**config.mk**
```make
export PLATFORM = sky130hd
export DESIGN_NAME = rtc_lectura_secuencia
export DESIGN_NICKNAME = d
export VERILOG_FILES = /design/src/rtl/rtc_lectura_secuencia.sv
export SDC_FILE = /design/constraint.sdc
export NUM_CORES = 1
export LEC_CHECK = 0
export CAP_MARGIN = 20
export CORE_MARGIN = 4
export CORE_UTILIZATION = 40
export CTS_CLUSTER_DIAMETER = 100
export DETAILED_ROUTE_END_ITERATION = 10
export PLACE_DENSITY_LB_ADDON = 0.2
export SLEW_MARGIN = 20
export SYNTH_ARGS = -nofsm -noshare
export SYNTH_HDL_FRONTEND = slang
export SYNTH_SLANG_ARGS = --single-unit
export TNS_END_PERCENT = 30
```
**constraint.sdc**
```tcl
create_clock -name clk -period 2.15 [get_ports clk]
set_clock_uncertainty 0.05 [all_clocks]
set_input_delay 0.3225 -clock clk [delete_from_list [all_inputs] [get_ports clk]]
set_output_delay 0.3225 -clock clk [all_outputs]
set_load 0.01 [all_outputs]
```
**src/rtl/rtc_lectura_secuencia.sv**
```systemverilog
`default_nettype none
// ============================================================================
//  Module   : rtc_lectura_secuencia
//  Purpose  : Reads the six RTC time/date registers over the multiplexed
//             address/data bus and hands each byte on as registered BCD.
//  Revision : 1.0  initial release
// ============================================================================
module rtc_lectura_secuencia #(
   parameter int         T_FASE   = 5,
   parameter logic [7:0] DIR_BASE = 8'h21
) (
   input  logic       clk,
   input  logic       reset,
   input  logic       iniciar,
   input  logic [7:0] ad_in,
   output logic [7:0] ad_out,
   output logic       ad_oe,
   output logic       cs_n,
   output logic       rd_n,
   output logic       wr_n,
   output logic       a_d,
   output logic [7:0] dato_bcd,
   output logic [2:0] indice,
   output logic       dato_valido,
   output logic       bcd_error,
   output logic       ocupado,
   output logic       fin
);

   localparam logic [3:0] C_FASE_ULT = 4'(T_FASE - 1);
   localparam logic [2:0] C_REG_ULT  = 3'd5;

   typedef enum logic [2:0] {
      S_IDLE    = 3'd0,
      S_DIR     = 3'd1,
      S_ESPERA  = 3'd2,
      S_LEE     = 3'd3,
      S_ENTREGA = 3'd4
   } estado_t;

   estado_t    state_q, state_d;
   logic [3:0] fase_q, fase_d;
   logic [2:0] reg_cnt_q, reg_cnt_d;
   logic [7:0] ad_out_q, ad_out_d;
   logic       ad_oe_q, ad_oe_d;
   logic       cs_n_q, cs_n_d;
   logic       rd_n_q, rd_n_d;
   logic       wr_n_q, wr_n_d;
   logic       a_d_q, a_d_d;
   logic [7:0] dato_bcd_q, dato_bcd_d;
   logic [2:0] indice_q, indice_d;
   logic       dato_valido_q, dato_valido_d;
   logic       bcd_error_q, bcd_error_d;
   logic       ocupado_q, ocupado_d;
   logic       fin_q, fin_d;

   always_comb begin
      state_d       = state_q;
      fase_d        = fase_q;
      reg_cnt_d     = reg_cnt_q;
      dato_bcd_d    = dato_bcd_q;
      indice_d      = indice_q;
      bcd_error_d   = bcd_error_q;
      dato_valido_d = 1'b0;
      fin_d         = 1'b0;

      case (state_q)
         S_IDLE: begin
            if (iniciar) begin
               reg_cnt_d = 3'd0;
               fase_d    = 4'd0;
               state_d   = S_DIR;
            end
         end
         S_DIR: begin
            if (fase_q == C_FASE_ULT) begin
               fase_d  = 4'd0;
               state_d = S_ESPERA;
            end else begin
               fase_d = fase_q + 4'd1;
            end
         end
         S_ESPERA: begin
            fase_d  = 4'd0;
            state_d = S_LEE;
         end
         S_LEE: begin
            if (fase_q == C_FASE_ULT) begin
               // Sampled at the end of the read strobe, when the RTC output is settled.
               fase_d        = 4'd0;
               dato_bcd_d    = ad_in;
               indice_d      = reg_cnt_q;
               bcd_error_d   = (ad_in[7:4] > 4'd9) | (ad_in[3:0] > 4'd9);
               dato_valido_d = 1'b1;
               fin_d         = (reg_cnt_q == C_REG_ULT);
               state_d       = S_ENTREGA;
            end else begin
               fase_d = fase_q + 4'd1;
            end
         end
         S_ENTREGA: begin
            if (reg_cnt_q == C_REG_ULT) begin
               state_d = S_IDLE;
            end else begin
               reg_cnt_d = reg_cnt_q + 3'd1;
               state_d   = S_DIR;
            end
         end
         default: begin
            state_d = S_IDLE;
         end
      endcase

      // Bus controls are decoded from the next state so they leave the flops
      // aligned with the state they belong to.
      cs_n_d    = !((state_d == S_DIR) || (state_d == S_LEE));
      wr_n_d    = (state_d != S_DIR);
      rd_n_d    = (state_d != S_LEE);
      a_d_d     = (state_d == S_DIR);
      ad_oe_d   = (state_d == S_DIR);
      ad_out_d  = (state_d == S_DIR) ? (DIR_BASE + {5'd0, reg_cnt_d}) : 8'h00;
      ocupado_d = (state_d != S_IDLE);
   end

   always_ff @(posedge clk or negedge reset) begin
      if (!reset) begin
         state_q       <= S_IDLE;
         fase_q        <= 4'd0;
         reg_cnt_q     <= 3'd0;
         ad_out_q      <= 8'h00;
         ad_oe_q       <= 1'b0;
         cs_n_q        <= 1'b1;
         rd_n_q        <= 1'b1;
         wr_n_q        <= 1'b1;
         a_d_q         <= 1'b0;
         dato_bcd_q    <= 8'h00;
         indice_q      <= 3'd0;
         dato_valido_q <= 1'b0;
         bcd_error_q   <= 1'b0;
         ocupado_q     <= 1'b0;
         fin_q         <= 1'b0;
      end else begin
         state_q       <= state_d;
         fase_q        <= fase_d;
         reg_cnt_q     <= reg_cnt_d;
         ad_out_q      <= ad_out_d;
         ad_oe_q       <= ad_oe_d;
         cs_n_q        <= cs_n_d;
         rd_n_q        <= rd_n_d;
         wr_n_q        <= wr_n_d;
         a_d_q         <= a_d_d;
         dato_bcd_q    <= dato_bcd_d;
         indice_q      <= indice_d;
         dato_valido_q <= dato_valido_d;
         bcd_error_q   <= bcd_error_d;
         ocupado_q     <= ocupado_d;
         fin_q         <= fin_d;
      end
   end

   assign ad_out      = ad_out_q;
   assign ad_oe       = ad_oe_q;
   assign cs_n        = cs_n_q;
   assign rd_n        = rd_n_q;
   assign wr_n        = wr_n_q;
   assign a_d         = a_d_q;
   assign dato_bcd    = dato_bcd_q;
   assign indice      = indice_q;
   assign dato_valido = dato_valido_q;
   assign bcd_error   = bcd_error_q;
   assign ocupado     = ocupado_q;
   assign fin         = fin_q;

endmodule
`default_nettype wire
```
Word-level counts from Yosys, hierarchy flattened

Index checks and enable logic that the tools add are counted.

Register bits: 36
Bits of input ports: 11
Output and inout port bits: 28
Word-level logic and storage cells: 55

$add $sub $neg: 3
Order comparisons: 2
Equal/unequal tests: 11
Muxes and demuxes: 16
Bitwise logic cells: 1
Reduce and logical (&&, ||, !) cells: 8

Operators with widths:

| operator            | number |
|---|---|
| $mux 3              | 5 |
| $pmux 3 s5          | 1 |
| $pmux 4 s3          | 1 |
| $eq 3x2->1 const B  | 3 |
| $gt 4x4->1 const B  | 2 |
| $mux 4              | 2 |
| $add 6x3->7 const A | 1 |
| $mux 7              | 1 |
| $eq 3x1->1 const B  | 2 |
| $eq 3x3->1 const B  | 2 |
| $pmux 3 s2          | 1 |
| $reduce_bool 3->1   | 2 |
| $mux 1              | 5 |
| $add 4x1->4 const B | 1 |
| $eq 4x3->1 const B  | 1 |
| $reduce_and 2->1    | 2 |
| $add 3x1->3 const B | 1 |
| $logic_not 3->1     | 1 |
| $ne 3x1->1 const B  | 1 |
| $ne 3x2->1 const B  | 1 |
| $ne 2x2->1 const B  | 1 |
| $reduce_or 2->1     | 1 |
| $logic_not 1->1     | 1 |
| $logic_or 1x1->1    | 1 |
| $or 1x1->1          | 1 |

Depth between registers and ports, before layout

Word-level depth: 6
Depth in mapped cells: 8
Gate-level depth less buffers: 8

Least setup slack after synthesis

Ideal clock, no wire load.

Path kind: register -> register
Start: register reg_cnt_q[0]
End: register ad_out_q[2], in the netlist ad_out[2]
Setup time: 0.128 ns
Arrival: 1.765 ns
Required time: 1.972 ns
Setup slack: 0.207 ns
Stages on the path, launching flop included: 7
Buffers on the path: 0
Period minus slack after synthesis: 1.943 ns
Path through: dfrtp_1 -> ha_1 -> a211o_1 -> o311ai_2 -> ha_1 -> nor4_1 -> mux2_1

Word-level cells in the longest chain between the ends: 5
Elaborated cells between the ends (all ways): 10
Classes of those cells: 2 x add/sub; 2 x eq/ne; 6 x mux

RTL lines:

| item                                      | line     | source |
|---|---|---|
| start, declared                           | 43       | `logic [2:0] reg_cnt_q, reg_cnt_d;` |
| start signal, assigned                    | 145      | `reg_cnt_q <= reg_cnt_d;` |
| $add 3x1->3 or $eq 3x3->1 (tied branches) | 105, 102 |  |
| $mux 3                                    | 102      | `if (reg_cnt_q == C_REG_ULT) begin` |
| $pmux 3 s2 *                              | 67       | `case (state_q)` |
| net reg_cnt_d[0]                          | 43       |  |
| $add 6x3->7 *                             | 121      | `ad_out_d = (state_d == S_DIR) ? (DIR_BASE + {5'd0, reg_cnt_d}) : 8'h00;` |
| $mux 7 *                                  | 121      |  |
| net ad_out_d[2]                           | 44       | `logic [7:0] ad_out_q, ad_out_d;` |
| end signal, assigned                      | 146      | `ad_out_q <= ad_out_d;` |
| end, declared                             | 44       |  |

The timed path passes the listed nets; every way through them passes the cells marked *.
A chain may end at the register's enable or synchronous reset.

Worst setup path after layout

Start: register reg_cnt_q[0]
End: register ad_out_q[2], in the netlist ad_out[2]

Word-level cells in the longest chain between the ends: 5
Elaborated cells between the ends (all ways): 10
Classes of those cells: 2 x add/sub; 2 x eq/ne; 6 x mux

RTL lines:

| item                                      | line |
|---|---|
| $add 3x1->3 or $eq 3x3->1 (tied branches) | 105, 102 |
| $mux 3 *                                  | 102 |
| $pmux 3 s2 *                              | 67 |
| net reg_cnt_d[1]                          | 43 |
| $add 6x3->7 *                             | 121 |
| $mux 7 *                                  | 121 |
| net ad_out_d[2]                           | 44 |

Marked as above.

==> run summary <==
The count of instances resized after the clock tree is built is 0, and the part of the power in the clock network is 20.1%. The library cell used most frequently in the layout, excluding fill and tap cells, is clkdlybuf4s50_1. Leaving out fill and tap cells, the most frequent cells in the layout are clkdlybuf4s50_1, dfrtp_1, mux2_1. The via count normalized by instance count is 4.823, and the cell leakage power is 0.9460 nW. In this run the post-CTS setup repair buffer count came out at 0.

The detailed router finished its first iteration with 28 violations. The post-placement worst setup slack is 0.02524 ns. The floorplan has 22 rows. The post-placement cell area is 0.001936 mm^2, and the iteration count of the initial detailed-routing pass is 4. The internal power consumption is 1.690 mW, and the required time at the endpoint of the critical path is 2.26 ns.

The smallest clock period supported by the final layout is computed as 1.956 ns. Of the total power, combinational logic draws 40.0%. The share of power burned in registers was 39.9%. Yosys attributes the largest share of cell area to dfrtp_1, mux2_1, dfstp_2, ha_1, o21ai_0.

The post-synthesis average cell area was 11.88 um^2. Clock latency on the worst-skew pair, taken at its later pin, is 0.28 ns. The worst setup path is launched from a flip-flop. In the finished design, the share of the clock period the worst path needs comes to 90.97%.

The worst register-to-register path ends at ad_out[2]. The die boundary width works out to 69.65 um. The die area is 0.004851 mm^2, and the overall via count from detail_route is 1,061. The flow ran to the end, and the final reports show no timing, DRC or antenna violations.

The number of placed instances, taps included, is 212. The area growth from synthesis to layout is 33.99%. Once detail routing completed, the nets flagged for antenna violations numbered 0.

Overall power consumption after layout is estimated at 2.508 mW. Number of setup violations in the final report: 0. Max-slew violation count: 0. The most critical setup path has its startpoint at reg_cnt_q[0]. Number of distinct library cells after synthesis: 43.

The tools report the total number of H-tree levels as 2. Routability-driven placement finished with a final weighted congestion of 0.7880. Dividing the detail-routed wire length by the instance count gives 13.41 um. Net switching is 32.63% of the power.

The total CTS buffers was 5; the length in cells of the worst reg-to-reg path was 7. For this design the top-level I/O count stands at 39. The final design utilization is 55.64%, and the total detailed-routing wirelength is 2.950 mm. The net count of the finished layout is 187. The clock drives 33 sinks. Port buffering added 35 buffers.

For the sequential fraction of the synthesis area, the log shows 54.57%. The root buffer cell chosen for the clock tree is clkbuf_8. Global routing used 13.02% of the available tracks. For the initial antenna violation count, the log shows 0.

TritonCTS built the clock tree. For this design the ratio of total power to cell area is 1231 mW/mm^2. The run gives 5.009 mm as the wire length of the first global-routing pass.

The run gives 2 as the maximum clock path buffer count. The run gives 0.1942 ns as the slack of the critical path. The die is 69.65 um tall.

After detailed routing, the number of remaining DRC violations is 0. The mapped netlist covers 0.001520 mm^2. The gate count after technology mapping is 128, and the peak fanout along the critical path is 4. The number of storage elements in the synthesis netlist is 33. In this run the critical register-to-register path is launched from reg_cnt_q[0]. The logs give 0 for the max-capacitance violation count and 0 for the total inserted antenna cells.

The fraction of final layout cells with drive strength greater than 1 was 15.12%; the initial core utilization was 41.52%. The tightest hold path in the finished design has a slack of 0.3917 ns. The path class of the tightest hold or removal check is in2async.

VDD sags by at most 0.5538 mV. Post-synthesis cell type with the largest combined area: dfrtp_1. After clock tree synthesis, the flow added hold-fix buffers numbering 0.

The sum of overflow across all layers after global routing came out at 0. STA puts the critical path data arrival time at 2.07 ns. The worst register-to-register path has a setup slack of 0.19 ns. Entering global routing, the biggest net connects 34 pins. The tools report the capture point of the worst path as ad_out[2]. The tools report the via count of the first global-routing pass as 1,088. The logs give 0.8185 mW for the reported net switching power and 220 for the post-layout instance count excluding filler cells.

Setup repair after global routing left no endpoint under its margin. Adding up every negative setup slack in the final design gives 0 ns. The region available for standard cell placement spans 0.003661 mm^2. For the placed wire-length estimate, the log shows 2.165 mm. Number of hold violations in the final report: 0. The clock edge transition at the registers on the reported setup and hold paths was 0.06 ns; the area of all placed cells without fillers was 0.002037 mm^2.

Yosys printed 0 warnings. The category of the critical setup timing path was reg2reg. Timing would allow up to 511.3 MHz. The fraction of synthesized cell area taken by the top area cell type is 49.38%.

The worst setup path is captured at a flip-flop.
worst min path at each step:
stage | from | end | slack (ns) | cells after the start
6_report | reset | dato_bcd[1] | 0.39 | 2
5_1_grt | reset | dato_bcd[1] | 0.43 | 2
4_1_cts | reset | dato_bcd[1] | 0.40 | 2
3_5_place_dp | dato_bcd[5] | dato_bcd[5] | 0.43 | 1
3_3_place_gp | dato_bcd[0] | dato_bcd[0] | 0.42 | 1
2_1_floorplan | reset | ad_out[0] | -0.02 | 0
routing by layer:
layer  vias up  share of wire [%]  global-route usage (%)
li1        523                  -                       -
met3         5                4.8                   3.333
met5         -                  0                       0
met1       512                 43                   14.29
met4         0                2.3                   7.660
met2        21                 50                   22.56
cell type report:
class / instances / area [um^2]
tap: 48 / 60.06
inverter: 6 / 22.52
clock inverter: 1 / 5.005
multi-input combinational: 81 / 605.6
timing repair buffer: 44 / 417.9
fill: 322 / 1624
sequential: 33 / 829.5
clock buffer: 7 / 96.34
flip-flops by register name (all words and copies together) (netlist names):
name and count:
indice 3, wr_n 1, fin 1, fase_q 4, state_q 3, ocupado 1, dato_valido 1, rd_n 1
reg_cnt_q 3, ad_out 5, dato_bcd 8, cs_n 1, bcd_error 1
logic make-up after synthesis:
| kind of cell | Yosys count | share of synthesized area [%] |
|---|---|---|
| AO/OA/AOI/OAI | 23 | 10.86 |
| XOR/XNOR | 1 | 0.5762 |
| flip-flops | 33 | 54.57 |
| adder cells (fa/ha/maj) | 5 | 4.115 |
| buffers and inverters | 16 | 6.090 |
| AND/OR/NAND/NOR | 37 | 14.65 |
| multiplexers | 12 | 8.889 |
| other | 1 | 0.2467 |
cell usage after synthesis:
master     count
clkbuf_1       1
nand3b_1       1
nor2b_2        1
nor3_1         1
nor3_2         1
inv_1          6
nor4_1         1
o21a_1         2
xor2_1         1
a211oi_1       1
nor2_2         1
o31a_1         1
o21ai_0        9
or3b_1         1
a31oi_1        2
or3_1          1
and2_1         3
nor2b_1        1
nand3_1        3
a311oi_2       1
o2bb2ai_1      1
conb_1         1
nor2_1         7
and4_1         1
ha_1           5
nand2_1        7
dfstp_2        3
mux2_1        12
buf_2          2
and3_1         2
o31ai_1        1
a211o_1        1
a21oi_1        1
and3b_1        1
o311ai_2       1
and2b_1        1
a21o_1         2
dfrtp_1       30
nor3b_4        1
nor4b_1        1
buf_4          6
buf_6          1
or2_1          1
critical path, stage by stage, from the launching register on:
cell and delay, ns:
dfrtp_1 0.38, ha_1 0.23, a211o_1 0.33, o2bb2ai_1 0.17, a21o_1 0.17, ha_1 0.17
nor4_1 0.06, mux2_1 0.28
power groups by stage:
stage	Combinational, mW	Clock (mW)	Sequential, mW
3_5_place_dp	1.01	0	1.01
6_report	1.00	0.503	1.00
4_1_cts	1.02	0.518	1.00
3_3_place_gp	0.980	0	1.00
2_1_floorplan	0.476	0	1.05
5_1_grt	1.10	0.546	1.03
No activity file was read; power rests on OpenSTA's default activity.
